## config.mk

```make
export PLATFORM = sky130hd
export DESIGN_NAME = fetch_ctrl
export DESIGN_NICKNAME = d
export VERILOG_FILES = /design/src/rtl/fetch_ctrl.sv
export SDC_FILE = /design/constraint.sdc
export NUM_CORES = 1
export LEC_CHECK = 0
export ABC_AREA = 1
export CAP_MARGIN = 20
export CORE_ASPECT_RATIO = 0.75
export CORE_MARGIN = 2
export CORE_UTILIZATION = 50
export DETAILED_ROUTE_END_ITERATION = 12
export GPL_TIMING_DRIVEN = 0
export PLACE_DENSITY = 0.8
export REMOVE_ABC_BUFFERS = 1
export SYNTH_ARGS = -nofsm -noshare
export SYNTH_HDL_FRONTEND = slang
export SYNTH_SLANG_ARGS = --single-unit
```

## constraint.sdc

```tcl
create_clock -name clk -period 3.4 [get_ports clk]
set_input_delay 0.51 -clock clk [delete_from_list [all_inputs] [get_ports clk]]
set_output_delay 0.51 -clock clk [all_outputs]
set_load 0.02 [all_outputs]
```

## src/rtl/fetch_ctrl.sv

```systemverilog
// Instruction fetch sequencer: owns the fetch PC, buffers words in a small prefetch
// FIFO and hands them to decode over a valid/ready handshake; handles start, redirect and halt.
module fetch_ctrl #(
  parameter int unsigned ADDR_W  = 8,
  parameter int unsigned INST_W  = 16,
  parameter int unsigned DEPTH   = 2,
  parameter logic [3:0]  HALT_OP = 4'hF
) (
  input  logic              clk,
  input  logic              rst_n,
  input  logic              start,
  input  logic [ADDR_W-1:0] start_pc,
  input  logic              redirect,
  input  logic [ADDR_W-1:0] redirect_pc,
  output logic [ADDR_W-1:0] imem_addr,
  input  logic [INST_W-1:0] imem_data,
  output logic              inst_valid,
  input  logic              inst_ready,
  output logic [INST_W-1:0] inst_out,
  output logic [ADDR_W-1:0] inst_pc,
  output logic              halted,
  output logic              busy
);

  localparam int unsigned PTR_W = $clog2(DEPTH);
  localparam int unsigned CNT_W = PTR_W + 1;

  typedef enum logic [1:0] {IDLE, FETCH, HALTED} state_t;

  state_t            state, state_next;
  logic [ADDR_W-1:0] fpc, fpc_next;
  logic [INST_W-1:0] data_q [DEPTH];
  logic [ADDR_W-1:0] pc_q   [DEPTH];
  logic [PTR_W-1:0]  wptr, rptr;
  logic [CNT_W-1:0]  count;
  logic              flush, push, pop;

  always_ff @(posedge clk) begin
    if (!rst_n) begin
      state <= IDLE;
      fpc   <= '0;
    end else begin
      state <= state_next;
      fpc   <= fpc_next;
    end
  end

  // A start seen while already fetching is a redirect to start_pc; redirect_pc wins ties.
  always_comb begin
    state_next = state;
    fpc_next   = fpc;
    push       = 1'b0;
    flush      = redirect || (start && state == FETCH);
    pop        = inst_valid && inst_ready && !flush;
    if (redirect) begin
      state_next = FETCH;
      fpc_next   = redirect_pc;
    end else if (start) begin
      state_next = FETCH;
      fpc_next   = start_pc;
    end else if (state == FETCH && (count < CNT_W'(DEPTH) || pop)) begin
      push     = 1'b1;
      fpc_next = fpc + 1'b1;
      if (imem_data[INST_W-1 -: 4] == HALT_OP) state_next = HALTED;
    end
  end

  always_ff @(posedge clk) begin
    if (!rst_n) begin
      wptr  <= '0;
      rptr  <= '0;
      count <= '0;
      for (int unsigned i = 0; i < DEPTH; i++) begin
        data_q[i] <= '0;
        pc_q[i]   <= '0;
      end
    end else if (flush) begin
      wptr  <= '0;
      rptr  <= '0;
      count <= '0;
    end else begin
      if (push) begin
        data_q[wptr] <= imem_data;
        pc_q[wptr]   <= fpc;
        wptr         <= wptr + 1'b1;
      end
      if (pop) rptr <= rptr + 1'b1;
      case ({push, pop})
        2'b10:   count <= count + 1'b1;
        2'b01:   count <= count - 1'b1;
        default: count <= count;
      endcase
    end
  end

  assign imem_addr  = fpc;
  assign inst_valid = (count != '0);
  assign inst_out   = data_q[rptr];
  assign inst_pc    = pc_q[rptr];
  assign halted     = (state == HALTED);
  assign busy       = (state == FETCH);

endmodule

```

==> run metrics, run 1 <==
Least-Margin Pin Slew about 0.57 ns; # fillers 465; cell family with most CP delay simple AND/OR/NAND/NOR gates; setup TNS 0 ns; IO Port Bufs slightly above 70; post-route cell area 0.00400 mm²; largest net degree at the start of global routing 26; Req. time, crit path approximately 3.4 ns; cts hold-fix bufs 0; count of unique library cells instantiated by Yosys 22; RSZ-0062 raised after global routing no; CP Data Arrival Time 3.13 ns; # diodes 0; crit share post-route 0.911; residual DRC count 0; Crit Path Class input port to flop; Slew headroom 0.618; Synth top area share 0.481; Worst VDD drop ~0.30 mV; P_leak ~1.6 nW; total track usage 0.192; Routed WL per cell approximately 13 µm; Yosys top cell by area edfxtp_1; Pre-antenna DRT Iters 4; utilization after layout 0.690; final hold vios 0; DP HPWL ~4200 µm; DP Worst Slack -0.269 ns; Gates resized, CTS repair 0; nets about 420; vias in the first global route 2,219; Synth warnings 0; Final Power 1.73 mW; global-route wire length before repair between 9000 and 10,000 µm; via count around 2.3k; die width between 90 and 100 µm; status completed; via/cell ratio about 5.0; CTS tree done; crit-path max cell delay about 0.65 ns; CTS Buffer Depth 2; Seq/Total Area, Yosys 0.581; Slew Limit Fails 0; CTS root buf clkbuf_8; worst-skew pair later-pin latency ~0.33 ns; hold crit path type flop to flop; slowest library cell on the worst path nand2_1; Synth area leaders edfxtp_1 48%, dfxtp_1 10%, mux2_2 9.0%; crit-path cells clkdlybuf4s50_1 > nor2_4 > nand3_2 > inv_2 > nand3_2 > nand2_1 > buf_8; Routed Antenna Nets 0; Finish-stage setup viols 0; Worst setup EP type flop; H-tree depth 3; PwrDens 432 mW/mm²; Placed Area around 0.0037 mm²; CP bufs+invs 3; final worst slack 0.303 ns; Clock transition at path regs ~0.07 ns; FP Rows 24; Starting DRT DRC Count 130; final cell count without fillers between 400 and 500; share of layout cells above drive strength 1 0.141; grt total ovfl 0; initial core utilization 0.517; Final GP Congestion slightly below 0.9; Die Area 0.00663 mm²; initial antenna violation count 0; dpl cells approximately 450; WHS around 0.49 ns; FF+latch count, synth 63; worst-path maximum fanout 25; max cap viols 0; postcts setup bufs 0; Synth Instances just over 300; Num CTS Buffers 9; Routed WL around 6200 µm; Area Overhead vs Synth 33.5%; core area 0.00580 mm²; clock sinks 63; fmax around 0.32 GHz; clock skew ~0.0075 ns; # IOs slightly above 70; CP startpoint kind input port; Die Y between 70 and 80 µm; mapped cell area around 0.0030 mm²; Tmin final 3.10 ns; cell mode on critical path nand3_2; syn_area_per_cell just under 10 µm²
-- synthesized netlist by cell type, drive strengths merged --
library cell  number
mux2              24
o21bai             1
nor2              64
or2                6
o21ai              1
ha                 2
inv               39
dfxtp             15
clkbuf             3
a31oi              3
edfxtp            48
buf                8
nand3             24
a21oi             18
nor3               2
nand2             53
-- logic make-up after synthesis --
logic type                 after synthesis  synth area share
and+or+nand+nor                        149             0.212
DFF                                     63             0.581
buffers and inverters                   50            0.0677
muxes                                   24            0.0902
AOI/OAI and AO/OA                       23            0.0405
adders and majority gates                2           0.00835
-- final cells by class --
class	instances	area, µm²	share of cell area
inverter	39	146	0.0366
tap	78	97.6	0.0244
multi-input combinational	198	1050	0.263
clock buffer	11	131	0.0329
clock inverter	5	48.8	0.0122
timing repair buffer	74	781	0.195
sequential	63	1740	0.436
-- placed cells by master, fill, tap and decap left out --
cell type,count
clkbuf_1,2
nand2_2,1
nand3_2,3
mux2_2,24
a31oi_1,3
nor2_1,62
edfxtp_1,48
nor2_4,1
nor2_2,1
clkinv_2,3
o21bai_1,1
clkdlybuf4s50_1,71
buf_16,2
dfxtp_1,15
bufinv_16,1
clkinv_1,1
o21ai_0,1
ha_1,2
inv_2,3
or2_2,6
nand3_1,21
nor3_1,2
a21oi_1,18
buf_8,1
nand2_1,52
inv_1,36
clkbuf_8,9
-- worst paths after layout --
check	startpoint	cells after the start	to	slack, ns
worst max register to register	state[1]	9	data_q[1][5]	0.86
worst min register to register	rptr	2	flop	0.49
worst max-delay path	start	7	data_q[1][5]	0.30
worst min-delay path	rptr	2	flop	0.49
-- worst register-to-register path, delay by kind of cell (launching register included) --
kind / cells / cell delay [ns]
buf+inv: 3 / 0.41
flops: 1 / 0.36
simple gates: 6 / 1.48
-- state kept, by name, indices dropped and copies added, names as in the netlist, named ones only --
| signal | cells |
|---|---|
| data_q | 32 |
| count | 2 |
| pc_q | 16 |
| rptr | 1 |
| wptr | 1 |
| imem_addr | 8 |
| state | 2 |
-- layer usage --
layer / global-route usage / vias to the layer above / routed length [µm]
met5: 0 / - / 0
met4: 0.0343 / 0 / 10
met3: 0.0650 / 2 / 433
met2: 0.333 / 78 / 3100
met1: 0.236 / 1089 / 2610
li1: - / 1168 / -
-- report_power, final --
group / switching [mW] / internal (mW)
combinational: 0.124 / 0.121
clock: 0.268 / 0.333
sequential: 0.0179 / 0.862
total: 0.410 / 1.32
(Power assumes the default switching activity.)
==> inputs of run 2 (changes only) <==
--- a/config.mk
+++ b/config.mk
@@ -5,7 +5,6 @@
 export SDC_FILE = /design/constraint.sdc
 export NUM_CORES = 1
 export LEC_CHECK = 0
-export ABC_AREA = 1
 export CAP_MARGIN = 20
 export CORE_ASPECT_RATIO = 0.75
 export CORE_MARGIN = 2
==> run 2 against run 1 <==
Compared with the run above:
- cell area increased by 2.0%
- via count decreased by 8.8%
- wire length about the same
==> run metrics, run 2 <==
status completed; worst r2r dst data_q[1][13]; commonest non-fill, non-tap cell in the layout clkdlybuf4s50_1; Routed WL 6150 µm (about the same); initial core utilization 0.519 (+0.00249); H-tree depth 3 (unchanged); share of layout cells above drive strength 1 0.179 (+0.0380); clock sinks 63 (unchanged); Synth area leaders edfxtp_1 48%, dfxtp_1 9.9%, mux2_2 8.9%; count of unique library cells instantiated by Yosys 49 (+120%); # IOs 72 (unchanged); Synth top area share 0.476 (-0.00478); CP bufs+invs 3 (unchanged); # fillers 438 (-5.8%); cell family with most CP delay simple AND/OR/NAND/NOR gates; CP Data Arrival Time 3.10 ns (-0.03 ns); r2r worst-path depth 7 (-2); CP startpoint kind input port; IO Port Bufs 71 (unchanged); slowest library cell on the worst path clkdlybuf4s50_1; worst-skew pair later-pin latency 0.33 ns (about the same); via/cell ratio 5.30 (+6.2%); Synth warnings 0 (unchanged); postcts setup bufs 0 (unchanged); fmax 0.328 GHz (+1.5%); DP HPWL 4250 µm (+0.60%); Biggest register data_q; CTS Buffer Depth 2 (unchanged); Clk pwr share 0.384 (+0.036); NetSw 0.414 mW (+0.97%); RSZ-0062 raised after global routing no; final cell count without fillers 402 (-14%); FP Rows 24 (unchanged); mapped cell area 0.00303 mm² (+1.0%); hold path start state[1]; Least-Margin Pin Slew 0.714 ns (+0.142 ns); Net Sw Frac 0.229 (-0.00802); vias in the first global route 2,127 (-4.1%); clock skew 0.00526 ns (-0.00228 ns); initial antenna violation count 0 (unchanged); Final GP Congestion 0.851 (-2.7%); Worst setup EP type flop; Pre-antenna DRT Iters 4 (unchanged); R2R Setup Slk 0.96 ns (+0.10 ns); CTS root buf clkbuf_8; Routed WL per cell 15.3 µm (+16%); ys async rst share 0 (unchanged); dpl cells 385 (-14%); Clock transition at path regs 0.06 ns (about the same); Tmin final 3.05 ns (-0.0454 ns); Gates resized, CTS repair 0 (unchanged); top cells by count, synth 48 x edfxtp_1, 41 x and2_1, 24 x mux2_2; Num CTS Buffers 9 (unchanged); Routed Antenna Nets 0 (unchanged); combinational share of power 0.127 (-0.015); Finish-stage setup viols 0 (unchanged); worst reg2reg path startpoint state[0]; Yosys top cell by area edfxtp_1; number of synthesized flops with an enable pin 48 (unchanged); Starting DRT DRC Count 129 (-0.77%); cts hold-fix bufs 0 (unchanged); die width 93.8 µm (+0.48%); Slew Limit Fails 0 (unchanged); Req. time, crit path 3.44 ns (about the same); Largest register FFs 32 (unchanged); count leader, synth edfxtp_1; Synth Flop Type edfxtp_1; Worst VDD drop 0.348 mV (+17%); via count 2,131 (-8.8%); CTS tree done; grt total ovfl 0 (unchanged); FF+latch count, synth 63 (unchanged); commonest non-fill, non-tap cells in the layout 71 x clkdlybuf4s50_1, 48 x edfxtp_1, 41 x and2_1, 24 x mux2_2, 15 x dfxtp_1; Die Y 71.4 µm (+0.47%); crit-path max cell delay 0.76 ns (+0.11 ns); P_leak 1.49 nW (-9.3%); crit-path cells clkdlybuf4s50_1 > nor2_4 > nand2_4 > nor3_2 > buf_6 > nand2b_1 > buf_16; Slew headroom 0.522 (-0.0961); WHS 0.514 ns (+0.0279 ns); worst hold stages 1 (-1); Hold EP state[1]; # diodes 0 (unchanged); max cap viols 0 (unchanged); residual DRC count 0 (unchanged); final hold vios 0 (unchanged); Crit Path Class input port to flop; nets 358 (-16%); Synth Instances 244 (-22%); Area Overhead vs Synth 34.8%; crit share post-route 0.898 (-0.0134); core area 0.00583 mm² (+0.52%); syn_area_per_cell 12.4 µm² (+29%); PwrDens 442 mW/mm² (+2.4%); hold crit path type flop to flop; Int Pwr 1.39 mW (+5.6%); worst-path maximum fanout 18 (-28%); total track usage 0.201 (+0.00909); Sequential Power Share 0.489 (-0.021); largest net degree at the start of global routing 25 (-3.8%); Die Area 0.00670 mm² (+0.95%); Seq/Total Area, Yosys 0.576 (-0.00577); global-route wire length before repair 10,100 µm (+3.9%); Final Power 1.80 mW (+4.5%)
[run 2: cell types whose count changed after synthesis, sizes merged, moves of 4 or more]
cell,change
and2,+43
nor4,+7
or2,-5
a21oi,-10
nand3,-20
nor3,+4
nand2b,+4
nand2,-43
inv,-32
xnor2,+6
nor2,-54
o21ai,+10
[run 2: through the flow]
| stage | TNS (ns) | area (µm²) | utilization | setup slack, ns |
|---|---|---|---|---|
| 6_report | 0 | 4080 | 0.700 | 0.348 |
| 5_1_grt | 0 | 4080 | 0.700 | 0.128 |
| 4_1_cts | 0 | 4050 | 0.695 | 0.335 |
| 3_5_place_dp | 0 | 3840 | 0.659 | 0.00699 |
| 3_3_place_gp | -55.64 | 3770 | 0.647 | -1.56 |
| 2_1_floorplan | 0 | 2960 | - | 0.383 |
[run 2: how the worst max path moves through the flow]
stage | from | endpoint | slack, ns | cells past startpoint
after detailed placement | start | data_q[1][1] | 0.007 | 7
final | start | data_q[1][13] | 0.35 | 7
after global placement | start | pc_q[0][2] | -1.56 | 4
after global routing | start | data_q[1][8] | 0.13 | 7
after floorplan | start | data_q[0][0] | 0.38 | 3
after CTS | start | data_q[1][13] | 0.33 | 7
[run 2: per-layer routing]
layer,up-vias,global-route usage,wire [µm]
met4,0,0.0451,51
met1,1028,0.267,2790
li1,1041,-,-
met2,54,0.317,2970
met3,8,0.0768,333
met5,-,0,0
[run 2: area by class of cell]
cell class              instances  area, µm²  area share
repair buffers                 75        805       0.197
multi-input cells             163       1190       0.292
well taps                      78       97.6      0.0239
clock buffers                  10        128      0.0313
flip-flops and latches         63       1740       0.427
inverters                       7       28.8     0.00706
clock inverters                 6       85.1      0.0209
[run 2: cells by family after synthesis]
logic type	count (synthesis)	share of synthesized area
multiplexers	27	0.0993
buffers and inverters	18	0.0314
flip-flops	63	0.576
adder cells (fa/ha/maj)	2	0.00827
AND/OR/NAND/NOR	93	0.190
XOR/XNOR	7	0.0203
AO/OA/AOI/OAI	34	0.0749
[run 2: power groups by stage]
stage / Combinational (mW) / Sequential, mW / Clock [mW]
after global routing: 0.247 / 0.885 / 0.747
after global placement: 0.216 / 0.899 / 0
final: 0.229 / 0.882 / 0.692
after detailed placement: 0.229 / 0.898 / 0
after CTS: 0.230 / 0.882 / 0.700
after floorplan: 0.0952 / 0.903 / 0
